==> src/rtl/conv3d_stream_ctrl_if.sv <==
// Bundles the voxel SRAM read port and the conv3d handshake into one interface.
//   master : the stream controller. It drives the read strobe and address and
//            feeds the voxel, valid and last signals to conv3d.
//   slave  : the memory and conv3d side. It returns read data and the conv3d
//            valid_out and done signals.
interface conv3d_stream_ctrl_if #(
  parameter int DATA_W = 8,
  parameter int ADDR_W = 15
);
  logic              mem_rd_en;
  logic [ADDR_W-1:0] mem_rd_addr;
  logic [DATA_W-1:0] mem_rd_data;
  logic [DATA_W-1:0] conv_voxel;
  logic              conv_valid;
  logic              conv_last;
  logic              conv_valid_out;
  logic              conv_done;

  modport master (
    output mem_rd_en, mem_rd_addr, conv_voxel, conv_valid, conv_last,
    input  mem_rd_data, conv_valid_out, conv_done
  );

  modport slave (
    input  mem_rd_en, mem_rd_addr, conv_voxel, conv_valid, conv_last,
    output mem_rd_data, conv_valid_out, conv_done
  );
endinterface

==> src/rtl/conv3d_stream_ctrl.sv <==
// conv3d_stream_ctrl: streams one D x H x W volume from voxel memory into conv3d.
// Addresses are walked in raster order: x fastest, then y, then z.
// The block counts conv3d results and reports completion and count errors.
// Ports:
//   clk, rst_n     clock and asynchronous active-low reset
//   start          1-cycle pulse that starts a volume; only taken in IDLE
//   abort          synchronous abort from any state back to IDLE
//   hold           stall; no read is issued in this cycle
//   busy           high in FETCH and DRAIN
//   done           1-cycle pulse when a volume completes
//   err            sticky count or timeout error; cleared by an accepted start
//   out_count      number of conv3d results seen for this volume
//   bus            conv3d_stream_ctrl_if.master (memory read port and conv3d handshake)
// Build option: define CONV3D_CTRL_DRAIN_TIMEOUT_EN to add a DRAIN watchdog.
//   The watchdog ends DRAIN after TIMEOUT cycles with err set.
module conv3d_stream_ctrl #(
  parameter int D       = 8,
  parameter int H       = 64,
  parameter int W       = 64,
  parameter int DATA_W  = 8,
  parameter int ADDR_W  = 15,
  parameter int TIMEOUT = 255
) (
  input  logic                clk,
  input  logic                rst_n,
  input  logic                start,
  input  logic                abort,
  input  logic                hold,
  output logic                busy,
  output logic                done,
  output logic                err,
  output logic [ADDR_W:0]     out_count,
  conv3d_stream_ctrl_if.master bus
);
  localparam int N  = D * H * W;
  localparam int XW = (W > 1) ? $clog2(W) : 1;
  localparam int YW = (H > 1) ? $clog2(H) : 1;
  localparam int ZW = (D > 1) ? $clog2(D) : 1;

  typedef enum logic [1:0] {IDLE, FETCH, DRAIN, DONE} state_t;
  state_t state, state_nxt;

  logic [XW-1:0]     x;
  logic [YW-1:0]     y;
  logic [ZW-1:0]     z;
  logic [ADDR_W-1:0] addr, rd_addr;
  logic [1:0]        vld_pipe;   // [0] read issued, [1] voxel presented to conv3d
  logic [1:0]        last_pipe;  // rd_last tag, follows the same stages as vld_pipe
  logic [DATA_W-1:0] voxel_hold;
  logic [ADDR_W:0]   cnt_nxt;
  logic              issue, rd_last, count_en, err_set, start_ok;

`ifdef CONV3D_CTRL_DRAIN_TIMEOUT_EN
  localparam int WDW = (TIMEOUT > 1) ? $clog2(TIMEOUT + 1) : 1;
  logic [WDW-1:0] wd;

  always_ff @(posedge clk or negedge rst_n) begin
    if (!rst_n)              wd <= '0;
    else if (state == DRAIN) wd <= wd + WDW'(1);
    else                     wd <= '0;
  end
`endif

  assign rd_last = (x == XW'(W - 1)) && (y == YW'(H - 1)) && (z == ZW'(D - 1));

  always_comb begin
    state_nxt = state;
    issue     = 1'b0;
    err_set   = 1'b0;
    start_ok  = 1'b0;
    // Results are counted while a volume is active. Counting stops on abort.
    count_en  = ((state == FETCH) || (state == DRAIN)) && bus.conv_valid_out && !abort;
    cnt_nxt   = out_count + (ADDR_W + 1)'(count_en);
    if (abort) begin
      state_nxt = IDLE;
    end else begin
      case (state)
        IDLE:  if (start) begin
                 state_nxt = FETCH;
                 start_ok  = 1'b1;
               end
        FETCH: if (!hold) begin
                 issue = 1'b1;
                 if (rd_last) state_nxt = DRAIN;
               end
        DRAIN: if (bus.conv_done) begin
                 state_nxt = DONE;
                 // The count includes a result that arrives in the same cycle.
                 err_set   = (cnt_nxt != (ADDR_W + 1)'(N));
               end
`ifdef CONV3D_CTRL_DRAIN_TIMEOUT_EN
               else if (wd == WDW'(TIMEOUT - 1)) begin
                 state_nxt = DONE;
                 err_set   = 1'b1;
               end
`endif
        DONE:  state_nxt = IDLE;
        default: state_nxt = IDLE;
      endcase
    end
  end

  always_ff @(posedge clk or negedge rst_n) begin
    if (!rst_n) begin
      state      <= IDLE;
      x          <= '0;
      y          <= '0;
      z          <= '0;
      addr       <= '0;
      rd_addr    <= '0;
      vld_pipe   <= '0;
      last_pipe  <= '0;
      voxel_hold <= '0;
      out_count  <= '0;
      err        <= 1'b0;
    end else begin
      state <= state_nxt;

      if (start_ok) begin
        x    <= '0;
        y    <= '0;
        z    <= '0;
        addr <= '0;
      end else if (issue) begin
        addr <= addr + ADDR_W'(1);
        if (x == XW'(W - 1)) begin
          x <= '0;
          if (y == YW'(H - 1)) begin
            y <= '0;
            z <= z + ZW'(1);
          end else begin
            y <= y + YW'(1);
          end
        end else begin
          x <= x + XW'(1);
        end
      end

      if (issue) rd_addr <= addr;
      vld_pipe[0]  <= issue;
      last_pipe[0] <= issue && rd_last;
      // On abort, a read that is still in flight is not passed to conv3d.
      vld_pipe[1]  <= vld_pipe[0] && !abort;
      last_pipe[1] <= last_pipe[0] && !abort;
      if (vld_pipe[1]) voxel_hold <= bus.mem_rd_data;

      if (start_ok) out_count <= '0;
      else          out_count <= cnt_nxt;

      if (start_ok)     err <= 1'b0;
      else if (err_set) err <= 1'b1;
    end
  end

  // Read data arrives in the same cycle as vld_pipe[1], so it passes straight through.
  // The last voxel is held while there is no valid voxel.
  assign bus.conv_voxel  = vld_pipe[1] ? bus.mem_rd_data : voxel_hold;
  assign bus.conv_valid  = vld_pipe[1];
  assign bus.conv_last   = last_pipe[1];
  assign bus.mem_rd_en   = vld_pipe[0];
  assign bus.mem_rd_addr = rd_addr;
  assign busy            = (state == FETCH) || (state == DRAIN);
  assign done            = (state == DONE);
endmodule
==> src/flat_wrapper.sv <==
// flat-port wrapper written by rule: the top's interface ports become plain ports
module conv3d_stream_ctrl_flat 
#(
  parameter int D       = 8,
  parameter int H       = 64,
  parameter int W       = 64,
  parameter int DATA_W  = 8,
  parameter int ADDR_W  = 15,
  parameter int TIMEOUT = 255
)
  (clk, rst_n, start, abort, hold, busy, done, err, out_count, bus_mem_rd_en, bus_mem_rd_addr, bus_conv_voxel, bus_conv_valid, bus_conv_last, bus_mem_rd_data, bus_conv_valid_out, bus_conv_done);
  conv3d_stream_ctrl_if #(.DATA_W(DATA_W), .ADDR_W(ADDR_W)) bus_i ();
  input  logic clk;
  input  logic rst_n;
  input  logic start;
  input  logic abort;
  input  logic hold;
  output logic busy;
  output logic done;
  output logic err;
  output logic [ADDR_W:0] out_count;
  output wire logic [$bits(bus_i.mem_rd_en)-1:0] bus_mem_rd_en;
  output wire logic [$bits(bus_i.mem_rd_addr)-1:0] bus_mem_rd_addr;
  output wire logic [$bits(bus_i.conv_voxel)-1:0] bus_conv_voxel;
  output wire logic [$bits(bus_i.conv_valid)-1:0] bus_conv_valid;
  output wire logic [$bits(bus_i.conv_last)-1:0] bus_conv_last;
  input wire logic [$bits(bus_i.mem_rd_data)-1:0] bus_mem_rd_data;
  input wire logic [$bits(bus_i.conv_valid_out)-1:0] bus_conv_valid_out;
  input wire logic [$bits(bus_i.conv_done)-1:0] bus_conv_done;
  assign bus_mem_rd_en = bus_i.mem_rd_en;
  assign bus_mem_rd_addr = bus_i.mem_rd_addr;
  assign bus_conv_voxel = bus_i.conv_voxel;
  assign bus_conv_valid = bus_i.conv_valid;
  assign bus_conv_last = bus_i.conv_last;
  assign bus_i.mem_rd_data = bus_mem_rd_data;
  assign bus_i.conv_valid_out = bus_conv_valid_out;
  assign bus_i.conv_done = bus_conv_done;
  conv3d_stream_ctrl #(.D(D), .H(H), .W(W), .DATA_W(DATA_W), .ADDR_W(ADDR_W), .TIMEOUT(TIMEOUT)) u_core (.clk(clk), .rst_n(rst_n), .start(start), .abort(abort), .hold(hold), .busy(busy), .done(done), .err(err), .out_count(out_count), .bus(bus_i));
endmodule
==> config.mk <==
export PLATFORM = sky130hd
export DESIGN_NAME = conv3d_stream_ctrl_flat
export DESIGN_NICKNAME = d
export VERILOG_FILES = /design/src/rtl/conv3d_stream_ctrl_if.sv /design/src/rtl/conv3d_stream_ctrl.sv /design/src/flat_wrapper.sv
export SDC_FILE = /design/constraint.sdc
export NUM_CORES = 1
export LEC_CHECK = 0
export BUFFER_PORTS_ARGS = -buffer_cell sky130_fd_sc_hd__buf_2
export CAP_MARGIN = 20
export CORE_ASPECT_RATIO = 1.1
export CORE_MARGIN = 2
export CORE_UTILIZATION = 58
export CTS_BUF_LIST = sky130_fd_sc_hd__clkbuf_4
export DETAILED_ROUTE_END_ITERATION = 16
export PLACE_DENSITY_LB_ADDON = 0.2
export SLEW_MARGIN = 15
export SYNTH_ARGS = -nofsm -noshare
export SYNTH_HDL_FRONTEND = slang
export SYNTH_SLANG_ARGS = --single-unit
==> constraint.sdc <==
create_clock -name clk -period 3.4 [get_ports clk]
set_input_delay 0.17 -clock clk [delete_from_list [all_inputs] [get_ports clk]]
set_output_delay 0.17 -clock clk [all_outputs]
set_load 0.01 [all_outputs]
==> results.cfg <==
[run_status]
status = complete, no violations

[detailed_routing]
first_iter_violations = 170
wire_per_inst_um = 13.5
vias = 2785
antenna_left = 0
viasPerCell = 5.31
drt_pass1_iterations = 4
route.detailed.drc = 0
wl_um = 7090

[place]
place_congestion = 0.804
dp_hpwl_um = 4780
io_buffers = 59

[final_layout]
fill_cells = 489
fin_nets = 466
final_util_pct = 68.9
drive_gt1_share_pct = 21.6
diodes = 0
area_growth_pct = 16.0

[hold_path]
hold_path_end = u_core.vld_pipe[1]
hold_depth = 2
holdCritPathClass = in -> reg
hold_start = abort

[global_route]
grt_util_all_layers_pct = 22.4
grt-ovfl-total = 0
grt_pass1_wl_um = 12000
antenna_found_initial = 0
grt_max_degree = 77
first_global_vias = 2628

[synthesis]
syn_nets = 398
async_flop_share_pct = 100
synth_ff_type = dfrtp_1
ys_types = 43
netlist_area_um2 = 3630
avgSynthCellArea_um2 = 9.79
ys_seq_elements = 76
synth_cells = 371
yosysWarnings = 0
yosysSeqAreaShare_pct = 52.4
synth_edf_count = 0

[clock_tree]
ctsHtreeMaxLevel = 3
tritoncts = built
tritoncts.num_buffers = 9
clk_latency_ns = 0.43
clk_path_buf_depth = 2
cts-root-buf = clkbuf_4
clkTransAtPathRegs_ns = 0.13
cts.repair.resized = 0
postCtsSetupRepairBufs = 0
cts.sinks = 76

[critical_path]
path_max_fanout = 6
r2r-start = u_core.state[1]
worstReg2RegEnd = u_core.err
crit_path_end_kind = register
critical_path_class = reg -> reg
rrSetupSlack_ns = 0.51
critPathLaunchType = register
required_ns = 3.71
critPathArrivalTime_ns = 3.20
reg2regPathDepth = 10

[timing]
drv_slew = 0
max_freq_ghz = 0.346
min_period_ns = 2.89
tightest_slew_ns = 0.928
rsz0062_at_grt = no
finClkSkew_ns = 0.0131
hold_violations = 0
post-route-period-util_pct = 85.1
slew_headroom_pct = 38.1
setup_viol = 0
tns_ns = 0

[floorplanning]
initial_core_util_pct = 59.3
die_w_um = 79.4
num_rows = 30
dieArea_um2 = 6910
coreArea_um2 = 6120
dieHeight_um = 87.0
io_pins = 60

[pwr]
powerDensity_nw_per_um2 = 515
p_leak_nw = 2.12
peakVddDrop_v = 0.000292

[flow_run]
maxCapViolCount = 0
[registers in the layout (all words and copies together) (netlist names)]
register and flops:
u_core.state 2, u_core.addr 15, u_core.bus.mem_rd_addr 15, u_core.err 1
u_core.y 6, u_core.voxel_hold 8, u_core.last_pipe 2, u_core.out_count 16
u_core.x 6, u_core.vld_pipe 2, u_core.z 3
[Yosys cell counts, types with 3 or more instances]
| library cell | instances | area (µm²) |
|---|---|---|
| nand4_1 | 8 | 50.1 |
| nand3_1 | 14 | 70.1 |
| and3_1 | 8 | 50.1 |
| xnor2_1 | 18 | 158 |
| mux2i_1 | 3 | 30.0 |
| mux2_2 | 8 | 90.1 |
| nand2_1 | 65 | 244 |
| inv_1 | 9 | 33.8 |
| o21ai_0 | 12 | 60.1 |
| dfrtp_1 | 76 | 1900 |
| nand3b_1 | 4 | 30.0 |
| xor2_1 | 12 | 105 |
| clkbuf_1 | 10 | 37.5 |
| ha_1 | 12 | 150 |
| nor2_1 | 44 | 165 |
| or3_1 | 7 | 43.8 |
| a22oi_1 | 3 | 22.5 |
| a21oi_1 | 14 | 70.1 |
| or2_2 | 3 | 18.8 |
| nor2b_1 | 4 | 25.0 |
| nor3_1 | 8 | 40.0 |
[report_power, final]
group / total (W) / internal, W / switching, W / leakage (nW)
Sequential: 0.00108 / 0.00101 / 0.0000728 / 1.04
Clock: 0.000561 / 0.000226 / 0.000335 / 0.0666
Combinational: 0.000527 / 0.000220 / 0.000307 / 1.01
Total: 0.00217 / 0.00146 / 0.000714 / 2.12
[area by class of cell]
cell class,instances,area [µm²],area share [%]
timing repair buffer,70,403,9.56
sequential,76,1900,45.1
multi-input combinational,272,1630,38.7
clock buffer,9,67.6,1.60
inverter,10,37.5,0.891
tap,80,100,2.38
clock inverter,7,73.8,1.75
[how the worst max path moves through the flow]
stage,endpoint,slack [ns],cells past startpoint,start
after floorplan,u_core.err,0.93,10,u_core.state[0]
after global placement,u_core.err,0.69,10,u_core.state[0]
after detailed placement,u_core.err,0.57,10,u_core.state[1]
after CTS,u_core.err,0.54,10,u_core.state[1]
after global routing,u_core.err,0.19,10,u_core.state[1]
final,u_core.err,0.51,10,u_core.state[1]
[per-stage QoR]
stage                     instance area, µm²  total power, W  hold WS, ns  worst slack [ns]  std cells
after global routing                    4210         0.00231       0.0344             0.187        524
after detailed placement                3980         0.00162        0.374             0.570        499
after CTS                               4210         0.00219       0.0163             0.542        524
after floorplan                         3630         0.00143       -0.126             0.926        371
final                                   4210         0.00217       0.0337             0.508        524
after global placement                  3980         0.00160        0.371             0.690        499
[metal layers]
layer	wire length, µm	track usage (%)	share of wire [%]
met1	3270	30.1	46
met2	3430	35.9	48
met3	281	4.98	4.0
met4	106	8.46	1.5
met5	0	0	0
[critical path, cell delays in order, from the launching register on]
cell and delay (ns):
dfrtp_1 0.41, inv_1 0.11, ha_1 0.30, nand2b_1 0.07
nor2_1 0.14, ha_1 0.26, nand4_1 0.21, nor4_1 0.74
nand3b_1 0.21, a22oi_1 0.22, a31oi_1 0.11
[logic make-up (layout without fill, tap and decap cells)]
kind of cell	after synthesis	after routing	share of synthesized area, %
and+or+nand+nor	180	180	23.6
muxes	11	11	3.31
xor gates and xnor gates	30	30	7.24
AOI/OAI and AO/OA	39	39	6.55
buffers and inverters	23	96	2.83
DFF	76	76	52.4
adders and majority gates	12	12	4.13
[layout by cell type (no fill, tap or decap), drive strengths merged, types with 4 or more instances in the layout]
master	Yosys	layout
dfrtp	76	76
clkbuf	10	9
or3	7	7
dlygate4sd3	0	9
nand2	65	65
ha	12	12
a21oi	14	14
o21ai	12	12
inv	10	12
nand3	14	14
buf	3	61
mux2	8	8
nand4	8	8
and3	8	8
nor2	45	45
nor3	9	9
xnor2	18	18
nor2b	4	4
nand3b	4	4
xor2	12	12
[repair_timing]
action,in CTS,in global routing
setup endpoints to repair,0,0
hold buffers,9,0
hold endpoints to repair,84,0
No activity file was read; power rests on OpenSTA's default activity.
